File: src/rtl/sobel_seq.sv
// Sequential 3x3 Sobel |Gx|+|Gy| custom-instruction unit: one shared {-2..2} MAC, 18 taps per compute.
// Optional SOBEL_SEQ_THRESHOLD_EN turns the saturated magnitude into a 0/255 threshold result.
module sobel_seq #(
  parameter logic [7:0] customId = 8'h19
) (
  input  logic        clock,
  input  logic        reset,
  input  logic        start,
  input  logic [31:0] valueA,
  input  logic [31:0] valueB,
  input  logic [7:0]  ciN,
  output logic        done,
  output logic [31:0] result
);

  localparam int DATA_W = 8;
  localparam int COEF_W = 3;
  localparam int ACC_W  = 16;

  typedef enum logic [1:0] {IDLE, MAC, FINAL, DONE} state_t;

  localparam logic [1:0] CMD_CLEAR = 2'd0;
  localparam logic [1:0] CMD_PUSH  = 2'd1;

  state_t                           state_q, state_d;
  logic [8:0][DATA_W-1:0]           win_q, win_d;
  logic signed [ACC_W-1:0]          gx_q, gx_d, gy_q, gy_d;
  logic [4:0]                       k_q, k_d;
  logic                             done_q, done_d;
  logic [31:0]                      res_q, res_d;
`ifdef SOBEL_SEQ_THRESHOLD_EN
  logic [DATA_W-1:0]                thr_q, thr_d;
`endif

  // Gx taps k=0..8, Gy taps k=9..17, both row-major over the window.
  function automatic logic signed [COEF_W-1:0] tap_coef(input logic [4:0] k);
    case (k)
      5'd0, 5'd6, 5'd9, 5'd11: tap_coef = 3'b111;
      5'd3, 5'd10:             tap_coef = 3'b110;
      5'd2, 5'd8, 5'd15, 5'd17: tap_coef = 3'b001;
      5'd5, 5'd16:             tap_coef = 3'b010;
      default:                 tap_coef = 3'b000;
    endcase
  endfunction

  function automatic logic [ACC_W-1:0] abs_acc(input logic signed [ACC_W-1:0] g);
    abs_acc = g[ACC_W-1] ? ACC_W'(-g) : ACC_W'(g);
  endfunction

  function automatic logic [DATA_W-1:0] sat_u8(input logic [ACC_W:0] m);
    sat_u8 = (m > 17'd255) ? 8'hFF : m[DATA_W-1:0];
  endfunction

  logic                     accept;
  logic [1:0]               cmd;
  logic [4:0]               pix_idx;
  logic [DATA_W-1:0]        pix;
  logic signed [COEF_W-1:0] coef;
  logic signed [ACC_W-1:0]  coef_ext, pix_ext, prod;
  logic [ACC_W:0]           mag;
  logic                     unused_ok;

  assign accept   = start && (ciN == customId) && (state_q == IDLE);
  assign cmd      = valueB[1:0];
  assign pix_idx  = (k_q < 5'd9) ? k_q : (k_q - 5'd9);
  assign pix      = win_q[pix_idx[3:0]];
  assign coef     = tap_coef(k_q);
  assign coef_ext = {{(ACC_W-COEF_W){coef[COEF_W-1]}}, coef};
  assign pix_ext  = {{(ACC_W-DATA_W){1'b0}}, pix};
  assign prod     = coef_ext * pix_ext;
  assign mag      = {1'b0, abs_acc(gx_q)} + {1'b0, abs_acc(gy_q)};

`ifdef SOBEL_SEQ_THRESHOLD_EN
  assign unused_ok = ^{valueA[31:24], valueB[31:16], valueB[7:2]};
`else
  assign unused_ok = ^{valueA[31:24], valueB[31:8], valueB[7:2]};
`endif

  always_comb begin
    state_d = state_q;
    win_d   = win_q;
    gx_d    = gx_q;
    gy_d    = gy_q;
    k_d     = k_q;
    done_d  = 1'b0;
    res_d   = 32'd0;
`ifdef SOBEL_SEQ_THRESHOLD_EN
    thr_d   = thr_q;
`endif
    case (state_q)
      IDLE: begin
        if (accept) begin
          // Push shifts rows up: row0 is oldest, row2 newest.
          if (cmd[0]) begin
            win_d[2:0] = win_q[5:3];
            win_d[5:3] = win_q[8:6];
            win_d[8:6] = valueA[23:0];
          end
          if (cmd == CMD_CLEAR) begin
            win_d = '0;
          end
          if (cmd == CMD_CLEAR || cmd == CMD_PUSH) begin
            done_d  = 1'b1;
            state_d = DONE;
          end else begin
            gx_d    = '0;
            gy_d    = '0;
            k_d     = '0;
            state_d = MAC;
`ifdef SOBEL_SEQ_THRESHOLD_EN
            thr_d   = valueB[15:8];
`endif
          end
        end
      end
      MAC: begin
        if (k_q < 5'd9) gx_d = gx_q + prod;
        else            gy_d = gy_q + prod;
        if (k_q == 5'd17) begin
          k_d     = '0;
          state_d = FINAL;
        end else begin
          k_d = k_q + 5'd1;
        end
      end
      FINAL: begin
`ifdef SOBEL_SEQ_THRESHOLD_EN
        res_d = (mag >= {9'd0, thr_q}) ? 32'd255 : 32'd0;
`else
        res_d = {24'd0, sat_u8(mag)};
`endif
        done_d  = 1'b1;
        state_d = DONE;
      end
      DONE: state_d = IDLE;
      default: state_d = IDLE;
    endcase
  end

  always_ff @(posedge clock) begin
    if (reset) begin
      state_q <= IDLE;
      win_q   <= '0;
      gx_q    <= '0;
      gy_q    <= '0;
      k_q     <= '0;
      done_q  <= 1'b0;
      res_q   <= 32'd0;
`ifdef SOBEL_SEQ_THRESHOLD_EN
      thr_q   <= '0;
`endif
    end else begin
      state_q <= state_d;
      win_q   <= win_d;
      gx_q    <= gx_d;
      gy_q    <= gy_d;
      k_q     <= k_d;
      done_q  <= done_d;
      res_q   <= res_d;
`ifdef SOBEL_SEQ_THRESHOLD_EN
      thr_q   <= thr_d;
`endif
    end
  end

  assign done   = done_q;
  assign result = res_q;

endmodule
File: config.mk
export PLATFORM = sky130hd
export DESIGN_NAME = sobel_seq
export DESIGN_NICKNAME = d
export VERILOG_FILES = /design/src/rtl/sobel_seq.sv
export SDC_FILE = /design/constraint.sdc
export NUM_CORES = 1
export LEC_CHECK = 0
export CAP_MARGIN = 20
export CORE_MARGIN = 1.5
export CORE_UTILIZATION = 45
export DETAILED_ROUTE_END_ITERATION = 10
export GPL_ROUTABILITY_DRIVEN = 0
export PLACE_DENSITY = 0.65
export SYNTH_ARGS = -nofsm -noshare
export SYNTH_HDL_FRONTEND = slang
export SYNTH_SLANG_ARGS = --single-unit
File: constraint.sdc
create_clock -name clock -period 9.15 [get_ports clock]
set_input_delay 0.915 -clock clock [delete_from_list [all_inputs] [get_ports clock]]
set_output_delay 0.915 -clock clock [all_outputs]
set_load 0.01 [all_outputs]
==> reports/metrics.yaml <==
status: "finished clean"
grt-busiest-layer: "met2"
min_period_ns: 7.65
cpMaxStageDelayCell: "mux4_1"
clock_latency_ns: 0.43
rsz0062_at_grt: "no"
clock-root-buffer: "clkbuf_16"
holdBufCountCts: 0
grtUsageMet1_pct: 29.7
cpPeakStageDelay_ns: 0.57
hold_viol: 0
drtPass1Iterations: 6
synthCells: 1031
grt_overflow_total: 0
antenna_found_initial: 0
vias: 7465
die_h_um: 142
synth-seq-cells: 123
power_leakage_nw: 4.03
drc: 0
num-fill-cells: 1814
core_um2: 18900
drtAntennaViolNets: 0
crit_path_start_kind: "flop"
final_nets: 1219
avgRoutedWirePerCell_um: 15.4
hpwlAfterDp_um: 14500
grt_max_degree: 73
max_freq_ghz: 0.131
p_per_area_nw_per_um2: 147
synth_edf_count: 0
drv_cap: 0
grt_util_met2_pct: 33.0
htreeDepth: 4
die_x_um: 142
grt_pass1_wl_um: 34200
worstSetupPathType: "flop to flop"
avgViaCountPerCell: 5.61
fin_tns_setup_ns: 0
async_flop_share_pct: 0
yosys_warnings: 0
start_util_pct: 46.3
syn_avg_cell_area_um2: 8.48
setup_viol: 0
hold_path.class: "flop to flop"
cp_data_arrival_time_ns: 7.95
slew_violations: 0
io_pins: 108
crit_fanout: 13
synth.cell_area_um2: 8750
finalCritPeriodShare_pct: 83.6
cts.reportedPaths.clkPinSlew_ns: 0.07
cts_resized: 0
clock_path_buffers: 2
skew_ns: 0.0151
vdd_drop_max_v: 0.000133
final_common_cell: "nor2_1"
end_kind: "flop"
relSlewSlack_pct: 46.4
cp_data_required_time_ns: 9.45
num_rows: 50
synth_cell_type_count: 70
mostFrequentLayoutCells: "nor2_1 (138), dfxtp_1 (123), a22oi_1 (94), ha_1 (75), nand2_1 (63)"
synth_seq_area_share_pct: 28.2
syn_to_final_growth_pct: 13.4
drive_gt1_share_pct: 5.98
fin_util_pct: 52.5
dr.first_iter.drc_count: 504
cp_top_family: "simple AND/OR/NAND/NOR gates"
tightest_slew_ns: 0.799
routed_wl_um: 20500
cts_buffers: 17
use_met3_pct: 4.44
grt_pass1_vias: 6715
postCtsSetupBuffers: 0
cp.buffers_inverters: 4
track_usage_pct: 21.1
cts_sinks: 123
antenna_cells: 0
dieArea_um2: 20300
ys.flop_type: "dfxtp_1"
cts_tree: "built"
portBuffers: 45
state kept, by name, summed over array words and instances, names as in the netlist:
signal	count
win_q	72
gx_q	16
gy_q	16
result	8
k_q	5
coef	3
state_q	2
done	1
synth_stat cells (11+ instances only):
library cell  instances  area, um2
nor2_1              138        518
dfxtp_1             123       2460
a22oi_1              94        706
ha_1                 75        938
nand2_1              63        236
a21oi_1              59        295
xnor2_1              48        420
clkbuf_1             42        158
o21ai_0              41        205
inv_1                39        146
buf_4                24        180
nand3_1              21        105
and2_1               19        119
nor3_1               18       90.1
xor2_1               16        140
nand2b_1             14       87.6
a21o_1               12       90.1
or3_1                12       75.1
fa_1                 11        220
o31ai_1              11       82.6
cell type report:
type / count / area [um2] / area share [%]
Multi-Input combinational cell: 820 / 5860 / 59.0
Sequential cell: 123 / 2460 / 24.8
Timing Repair Buffer: 56 / 531 / 5.35
Clock buffer: 17 / 425 / 4.29
Tap cell: 260 / 325 / 3.28
Clock inverter: 15 / 173 / 1.74
Inverter: 40 / 150 / 1.51
per-stage QoR:
stage | instances | hold WS (ns) | power, mW | instance area [um2] | worst slack [ns]
2_1_floorplan | 1054 | 0.457 | 0.721 | 8830 | 2.22
3_3_place_gp | 1299 | 0.470 | 0.775 | 9320 | 1.56
3_5_place_dp | 1299 | 0.475 | 0.778 | 9320 | 1.51
4_1_cts | 1331 | 0.496 | 1.47 | 9920 | 1.49
5_1_grt | 1331 | 0.527 | 1.52 | 9920 | 1.07
6_report | 1331 | 0.495 | 1.46 | 9920 | 1.50
power breakdown:
| group | internal (mW) | leakage (nW) | switching, mW |
|---|---|---|---|
| registers | 0.541 | 0.991 | 0.00451 |
| logic | 0.0857 | 2.75 | 0.136 |
| clock network | 0.391 | 0.289 | 0.302 |
cell families after synthesis:
group,count (synthesis),share of synthesized area [%]
simple gates,341,18.8
compound gates,281,21.7
mux,23,5.36
other cells,1,0.0429
xor+xnor,65,6.72
flops,123,28.2
fa+ha+maj,86,13.2
buf+inv,111,6.02
final timing paths:
kind	endpoint	startpoint	slack, ns	cells after the start
worst max-delay path	gx_q[15]	k_q[2]	1.50	28
worst min-delay path	win_q[17]	win_q[17]	0.49	2
worst max register to register	gx_q[15]	k_q[2]	1.50	28
worst min register to register	win_q[17]	win_q[17]	0.49	2
routing by layer:
| metal | vias up | wire length [um] |
|---|---|---|
| met5 | - | 0 |
| met4 | 0 | 218 |
| met3 | 15 | 862 |
| met2 | 161 | 9400 |
| met1 | 3538 | 10100 |
| li1 | 3751 | - |
worst min-delay path: stages (launching register included):
cell	delay (ns)
dfxtp_1	0.32
a22oi_1	0.06
nor2_1	0.08
Note: power is estimated with default switching activity, not from simulation.
